File: src/rtl/retire_trace_monitor.sv
`default_nettype none
// ============================================================================
// Module   : retire_trace_monitor
// Brief    : Run control and retirement trace for the pipelined RISC-V core.
//            Counts RUN cycles and register-write retirements, queues each
//            retirement as a {cycle, addr, data} record in a FIFO, and ends
//            the run on halt (PC stalled) or on a cycle timeout.
//            Optional shadow register file: define RETIRE_TRACE_SHADOW_RF_EN.
// Revision : 1.0 - initial release
// ============================================================================
module retire_trace_monitor #(
    parameter int XLEN        = 32,
    parameter int RADDR_W     = 5,
    parameter int FIFO_DEPTH  = 8,
    parameter int CNT_W       = 32,
    parameter int MAX_CYCLES  = 1000,
    parameter int HALT_REPEAT = 3
) (
    input  logic               clk,
    input  logic               reset,
    input  logic               enable,
    input  logic [XLEN-1:0]    pc_out,
    input  logic               Regwrite_MEM_WB,
    input  logic [RADDR_W-1:0] write_address_MEM_WB,
    input  logic [XLEN-1:0]    final_result,
    input  logic               trace_ready,
    output logic               trace_valid,
    output logic [CNT_W-1:0]   trace_cycle,
    output logic [RADDR_W-1:0] trace_addr,
    output logic [XLEN-1:0]    trace_data,
    output logic [CNT_W-1:0]   cycle_count,
    output logic [CNT_W-1:0]   retire_count,
    output logic               overflow,
    output logic [1:0]         state,
`ifdef RETIRE_TRACE_SHADOW_RF_EN
    input  logic [RADDR_W-1:0] shadow_addr,
    output logic [XLEN-1:0]    shadow_data,
`endif
    output logic               done
);

    localparam logic [1:0] c_ST_IDLE    = 2'b00;
    localparam logic [1:0] c_ST_RUN     = 2'b01;
    localparam logic [1:0] c_ST_HALTED  = 2'b10;
    localparam logic [1:0] c_ST_TIMEOUT = 2'b11;

    localparam int c_PTR_W  = $clog2(FIFO_DEPTH);
    localparam int c_SAME_W = $clog2(HALT_REPEAT + 1);
    localparam int c_REC_W  = CNT_W + RADDR_W + XLEN;

    localparam logic [CNT_W-1:0]    c_MAX_CNT   = CNT_W'(MAX_CYCLES);
    localparam logic [c_SAME_W-1:0] c_HALT_LAST = c_SAME_W'(HALT_REPEAT - 1);
    localparam logic [c_SAME_W-1:0] c_HALT_SAT  = c_SAME_W'(HALT_REPEAT);
    localparam logic [c_PTR_W:0]    c_DEPTH_CNT = (c_PTR_W + 1)'(FIFO_DEPTH);

    // Run-control state
    logic [1:0]          r_state;
    logic [CNT_W-1:0]    r_cycle_count;
    logic [CNT_W-1:0]    r_retire_count;
    logic [XLEN-1:0]     r_pc_prev;
    logic [c_SAME_W-1:0] r_same_cnt;

    // Trace FIFO state
    logic [c_REC_W-1:0]  r_mem [FIFO_DEPTH];
    logic [c_PTR_W-1:0]  r_wr_ptr;
    logic [c_PTR_W-1:0]  r_rd_ptr;
    logic [c_PTR_W:0]    r_count;
    logic                r_trace_valid;
    logic [CNT_W-1:0]    r_trace_cycle;
    logic [RADDR_W-1:0]  r_trace_addr;
    logic [XLEN-1:0]     r_trace_data;
    logic                r_overflow;

    logic                w_run;
    logic                w_retire;
    logic                w_pc_match;
    logic                w_halt;
    logic                w_timeout;
    logic [CNT_W-1:0]    w_cycle_inc;
    logic                w_full;
    logic                w_pop;
    logic                w_push_ok;
    logic                w_drop;
    logic [c_PTR_W-1:0]  w_rd_ptr_next;
    logic [c_PTR_W:0]    w_remain;
    logic [c_PTR_W:0]    w_count_next;
    logic [c_REC_W-1:0]  w_push_rec;
    logic [c_REC_W-1:0]  w_head_next;

    assign w_run       = (r_state == c_ST_RUN);
    // x0 writes are architecturally invisible, so they are not retirements
    assign w_retire    = w_run && Regwrite_MEM_WB && (write_address_MEM_WB != '0);
    // First RUN cycle compares against pc_prev=0 on purpose: a core parked at 0 is halted
    assign w_pc_match  = (pc_out == r_pc_prev);
    assign w_halt      = w_run && w_pc_match && (r_same_cnt == c_HALT_LAST);
    assign w_cycle_inc = r_cycle_count + CNT_W'(1);
    // Halt takes priority when both end conditions land on the same edge
    assign w_timeout   = w_run && (w_cycle_inc == c_MAX_CNT) && !w_halt;

    assign w_full        = (r_count == c_DEPTH_CNT);
    assign w_pop         = r_trace_valid && trace_ready;
    // A pop on the same edge frees a slot, so a full FIFO still accepts the push
    assign w_push_ok     = w_retire && (!w_full || w_pop);
    assign w_drop        = w_retire && w_full && !w_pop;
    assign w_rd_ptr_next = w_pop ? (r_rd_ptr + c_PTR_W'(1)) : r_rd_ptr;
    assign w_remain      = r_count - (c_PTR_W + 1)'(w_pop);
    assign w_count_next  = w_remain + (c_PTR_W + 1)'(w_push_ok);
    assign w_push_rec    = {r_cycle_count, write_address_MEM_WB, final_result};

    // Next head record: surviving entry if any, else the incoming record, else hold
    always_comb begin
        w_head_next = {r_trace_cycle, r_trace_addr, r_trace_data};
        if (w_remain != '0) begin
            w_head_next = r_mem[w_rd_ptr_next];
        end else if (w_push_ok) begin
            w_head_next = w_push_rec;
        end
    end

    // Run-control FSM with cycle/retire counters and halt detection
    always_ff @(posedge clk or posedge reset) begin
        if (reset) begin
            r_state        <= c_ST_IDLE;
            r_cycle_count  <= '0;
            r_retire_count <= '0;
            r_pc_prev      <= '0;
            r_same_cnt     <= '0;
        end else begin
            case (r_state)
                c_ST_IDLE: begin
                    if (enable) begin
                        r_state <= c_ST_RUN;
                    end
                end
                c_ST_RUN: begin
                    r_cycle_count <= w_cycle_inc;
                    r_pc_prev     <= pc_out;
                    if (w_retire) begin
                        r_retire_count <= r_retire_count + CNT_W'(1);
                    end
                    if (w_pc_match) begin
                        if (r_same_cnt != c_HALT_SAT) begin
                            r_same_cnt <= r_same_cnt + c_SAME_W'(1);
                        end
                    end else begin
                        r_same_cnt <= '0;
                    end
                    if (w_halt) begin
                        r_state <= c_ST_HALTED;
                    end else if (w_timeout) begin
                        r_state <= c_ST_TIMEOUT;
                    end
                end
                default: begin
                    // HALTED / TIMEOUT are terminal until reset
                end
            endcase
        end
    end

    // Trace FIFO storage; contents need no reset since pointers define validity
    always_ff @(posedge clk) begin
        if (w_push_ok) begin
            r_mem[r_wr_ptr] <= w_push_rec;
        end
    end

    // Trace FIFO pointers, registered head outputs and sticky overflow
    always_ff @(posedge clk or posedge reset) begin
        if (reset) begin
            r_wr_ptr      <= '0;
            r_rd_ptr      <= '0;
            r_count       <= '0;
            r_trace_valid <= 1'b0;
            r_trace_cycle <= '0;
            r_trace_addr  <= '0;
            r_trace_data  <= '0;
            r_overflow    <= 1'b0;
        end else begin
            if (w_push_ok) begin
                r_wr_ptr <= r_wr_ptr + c_PTR_W'(1);
            end
            r_rd_ptr      <= w_rd_ptr_next;
            r_count       <= w_count_next;
            r_trace_valid <= (w_count_next != '0);
            {r_trace_cycle, r_trace_addr, r_trace_data} <= w_head_next;
            if (w_drop) begin
                r_overflow <= 1'b1;
            end
        end
    end

`ifdef RETIRE_TRACE_SHADOW_RF_EN
    logic [XLEN-1:0] r_shadow [2**RADDR_W];

    // Shadow register file tracks every retirement, independent of FIFO space
    always_ff @(posedge clk or posedge reset) begin
        if (reset) begin
            for (int i = 0; i < 2**RADDR_W; i++) begin
                r_shadow[i] <= '0;
            end
        end else if (w_retire) begin
            r_shadow[write_address_MEM_WB] <= final_result;
        end
    end

    assign shadow_data = (shadow_addr == '0) ? '0 : r_shadow[shadow_addr];
`endif

    assign trace_valid  = r_trace_valid;
    assign trace_cycle  = r_trace_cycle;
    assign trace_addr   = r_trace_addr;
    assign trace_data   = r_trace_data;
    assign cycle_count  = r_cycle_count;
    assign retire_count = r_retire_count;
    assign overflow     = r_overflow;
    assign state        = r_state;
    assign done         = r_state[1];

endmodule
`default_nettype wire

File: config.mk
export PLATFORM = sky130hd
export DESIGN_NAME = retire_trace_monitor
export DESIGN_NICKNAME = d
export VERILOG_FILES = /design/src/rtl/retire_trace_monitor.sv
export SDC_FILE = /design/constraint.sdc
export NUM_CORES = 1
export LEC_CHECK = 0
export BUFFER_PORTS_ARGS = -buffer_cell sky130_fd_sc_hd__clkbuf_2
export CAP_MARGIN = 20
export CORE_MARGIN = 2
export CORE_UTILIZATION = 25
export DETAILED_ROUTE_END_ITERATION = 8
export HOLD_SLACK_MARGIN = 0.15
export PLACE_DENSITY = 0.5
export SYNTH_ARGS = -nofsm -noshare
export SYNTH_HDL_FRONTEND = slang
export SYNTH_SLANG_ARGS = --single-unit
File: constraint.sdc
create_clock -name clk -period 19.6 [get_ports clk]
set_input_delay 0.98 -clock clk [delete_from_list [all_inputs] [get_ports clk]]
set_output_delay 0.98 -clock clk [all_outputs]
set_load 0.03 [all_outputs]
==> impl_metrics.ini <==
[run_status]
status = complete, no violations

[power]
pwr-share-seq_pct = 39.6
internal_power_mw = 3.122
vdd_drop_max_mv = 0.09775
swShare_pct = 31.73
power_switching_mw = 1.451
p_per_area_nw_per_um2 = 131.2
power.share.clock_pct = 31.1
combPwrFrac_pct = 29.3
power.leakage_nw = 13.03

[logic_synthesis]
seq_area_frac_synth_pct = 71.55
synth_cell_types = 55
async_flop_share_pct = 24.69
synthTopCellsByArea = edfxtp_1, dfrtp_1, mux4_2
synth_commonest_cells = edfxtp_1, dfrtp_1, nand2_1, mux4_2, a21oi_1
synth.avg_cell_area_um2 = 17.25
synth_edf_count = 552
synth_cells = 1710
syn_area_um2 = 29500
ys_ff_latch = 733
yosys_warnings = 0
ys.flop_type = edfxtp_1
yosysTopAreaCell = edfxtp_1
synth_nets = 1794
synth.most_common_cell = edfxtp_1
yosys.area.top_type_share_pct = 56.20

[clock_network]
clkTransAtPathRegs_ns = 0.06
cts_buffers = 77
clk_latency_ns = 0.62
cts_setup_buffers = 0
htreeDepth = 3
ctsHoldBuffers = 0
tritoncts = built
cts.sinks = 733
cts_resized = 0
cts-root-buf = clkbuf_16
clockBufferDepth = 3

[critical_path]
r2r-end = r_mem[7][24]$_DFFE_PP_
rr_startpoint = state[1]$_DFFE_PP0P_
r2r_setup_slack_ns = 15.20
critical_path_peak_fanout = 44
worstPathRequired_ns = 19.84
reg2reg_depth = 7
setup.worst_path.end_class = flip-flop
crit_type = reg -> reg
worstSetupStartpointType = flip-flop
worstPathArrival_ns = 4.63

[routing]
wl_per_cell_um = 22.19
ant_nets = 0
vias = 16114
first_pass_iters = 5
drt-initial-drc-count = 1236
route.detailed.drc = 0
viasPerCell = 4.564
wl_mm = 78.34

[sta]
finalSetupTns_ns = 0
timing.slew.headroom_pct = 28.04
skew_ns = 0.02072
rsz0062_at_grt = no
setup_viol = 0
slew_viol_final = 0
period_share_pct = 22.44
fmax_mhz = 227.3
tightest_slew_ns = 1.079
whs_ns = 0.4015
period_needed_ns = 4.399
hold_viol_final = 0

[die]
rows = 126
core_area_um2 = 117600
num_io_pins = 212
die_area_um2 = 120800
die-height_um = 347.5
initial_core_util_pct = 25.08
fp.dieW_um = 347.5

[grt]
grt_pass1_wl_mm = 116.4
grt_max_degree = 95
met3_usage_pct = 3.468
globalRouteMet1Util_pct = 16.98
grtUsageTotal_pct = 12.93
antenna_found_initial = 5
overflow = 0
use_met2_pct = 21.53
grt_pass1_vias = 16951
grt-busiest-layer = met2

[worst_hold_path]
holdCritPathClass = in -> async

[finish]
finalNetCount = 2013
post-route-util_pct = 29.64
drive_gt1_share_pct = 25.68
syn2layout_area_growth_pct = 18.17
n_fill_cell = 11647

[placement]
io_buffers = 211
dp_hpwl_mm = 46.02
gp_congestion = 0.8013

[flow_run]
max_cap_viol_count = 0
[placed cells by master, fill, tap and decap left out, types with 4 or more instances in the layout]
cell	netlist	layout
nand3_1	25	25
clkinv_2	0	10
clkbuf_1	57	24
nand2_1	141	140
and4_1	4	4
clkinv_1	0	12
mux2i_1	70	70
and3_1	12	12
or4_1	4	4
edfxtp_1	552	552
nor2_1	31	30
clkbuf_8	0	8
a211oi_1	72	72
mux4_2	138	138
nor4_1	12	11
ha_1	10	10
inv_1	16	15
nor3_1	17	15
clkbuf_16	0	81
nand4_1	25	25
xnor2_1	60	59
dfrtp_1	181	181
xor2_1	53	52
buf_4	5	27
clkbuf_2	0	211
and2_1	68	68
nor3_2	2	4
a21oi_1	73	73
a31oi_1	4	4
[logic make-up (layout without fill, tap and decap cells)]
kind of cell,Yosys count,in the layout,synth area share [%]
xor+xnor,113,113,3.355
buf+inv,117,401,1.671
compound gates,171,171,3.758
other cells,0,1,0
mux,209,209,12.95
fa+ha+maj,10,10,0.4242
flops,733,733,71.55
simple gates,357,357,6.291
[metrics by stage]
stage          power, mW  instances  instance area, µm²  worst slack [ns]
2_1_floorplan      2.801       1710               29500             10.03
3_3_place_gp       3.209       3385               32370             14.58
3_5_place_dp       3.220       3385               32370             14.56
4_1_cts            4.657       3529               34830             15.10
5_1_grt            4.809       3530               34850             14.87
6_report           4.573       3531               34860             15.20
[worst max path at each step]
stage	from	end	slack, ns	depth (start not counted)
floorplan	write_address_MEM_WB[2]	r_mem[2][0]$_DFFE_PP_	10.03	6
global placement	write_address_MEM_WB[2]	r_mem[7][22]$_DFFE_PP_	14.58	8
detailed placement	write_address_MEM_WB[2]	r_mem[7][22]$_DFFE_PP_	14.56	8
CTS	state[1]$_DFFE_PP0P_	r_mem[7][24]$_DFFE_PP_	15.10	7
global route	state[1]$_DFFE_PP0P_	r_mem[7][24]$_DFFE_PP_	14.87	7
finish	state[1]$_DFFE_PP0P_	r_mem[7][24]$_DFFE_PP_	15.20	7
[power by group through the flow]
| stage | clock (mW) | combinational [mW] | sequential (mW) |
|---|---|---|---|
| 4_1_cts | 1.46 | 1.38 | 1.81 |
| 5_1_grt | 1.53 | 1.46 | 1.82 |
| 3_5_place_dp | 0 | 1.38 | 1.84 |
| 2_1_floorplan | 0 | 0.846 | 1.96 |
| 3_3_place_gp | 0 | 1.36 | 1.84 |
| 6_report | 1.42 | 1.34 | 1.81 |
[registers in the layout (all words and copies together), names as in the netlist, 3 cells and up]
register      flops
r_rd_ptr          3
cycle_count      32
trace_cycle      32
r_mem           552
r_pc_prev        32
trace_addr        5
r_count           4
r_wr_ptr          3
retire_count     32
trace_data       32
[metal layers]
| layer | vias up | wire length, µm |
|---|---|---|
| met2 | 481 | 38070 |
| met4 | 8 | 1200 |
| met3 | 103 | 5307 |
| li1 | 7089 | - |
| met1 | 8433 | 33710 |
| met5 | - | 55 |
[worst max-delay path, stage by stage (launching register included)]
cell and delay [ns]:
dfrtp_1 0.43, and2b_2 0.40, o211a_1 0.33, nand2_4 0.33
inv_4 0.53, nand2_1 0.28, nor2_4 0.88, buf_4 0.77
[final cells by class]
| cell class | instances | area (µm²) | share of cell area [%] |
|---|---|---|---|
| Sequential cell | 733 | 21110 | 60.55 |
| Multi-Input combinational cell | 860 | 7995 | 22.94 |
| Clock buffer | 113 | 2227 | 6.390 |
| Tap cell | 1536 | 1922 | 5.514 |
| Timing Repair Buffer | 240 | 1306 | 3.748 |
| Clock inverter | 31 | 224.0 | 0.6425 |
| Inverter | 17 | 73.82 | 0.2118 |
| Antenna cell | 1 | 2.502 | 0.007179 |
No activity file was read; power rests on OpenSTA's default activity.
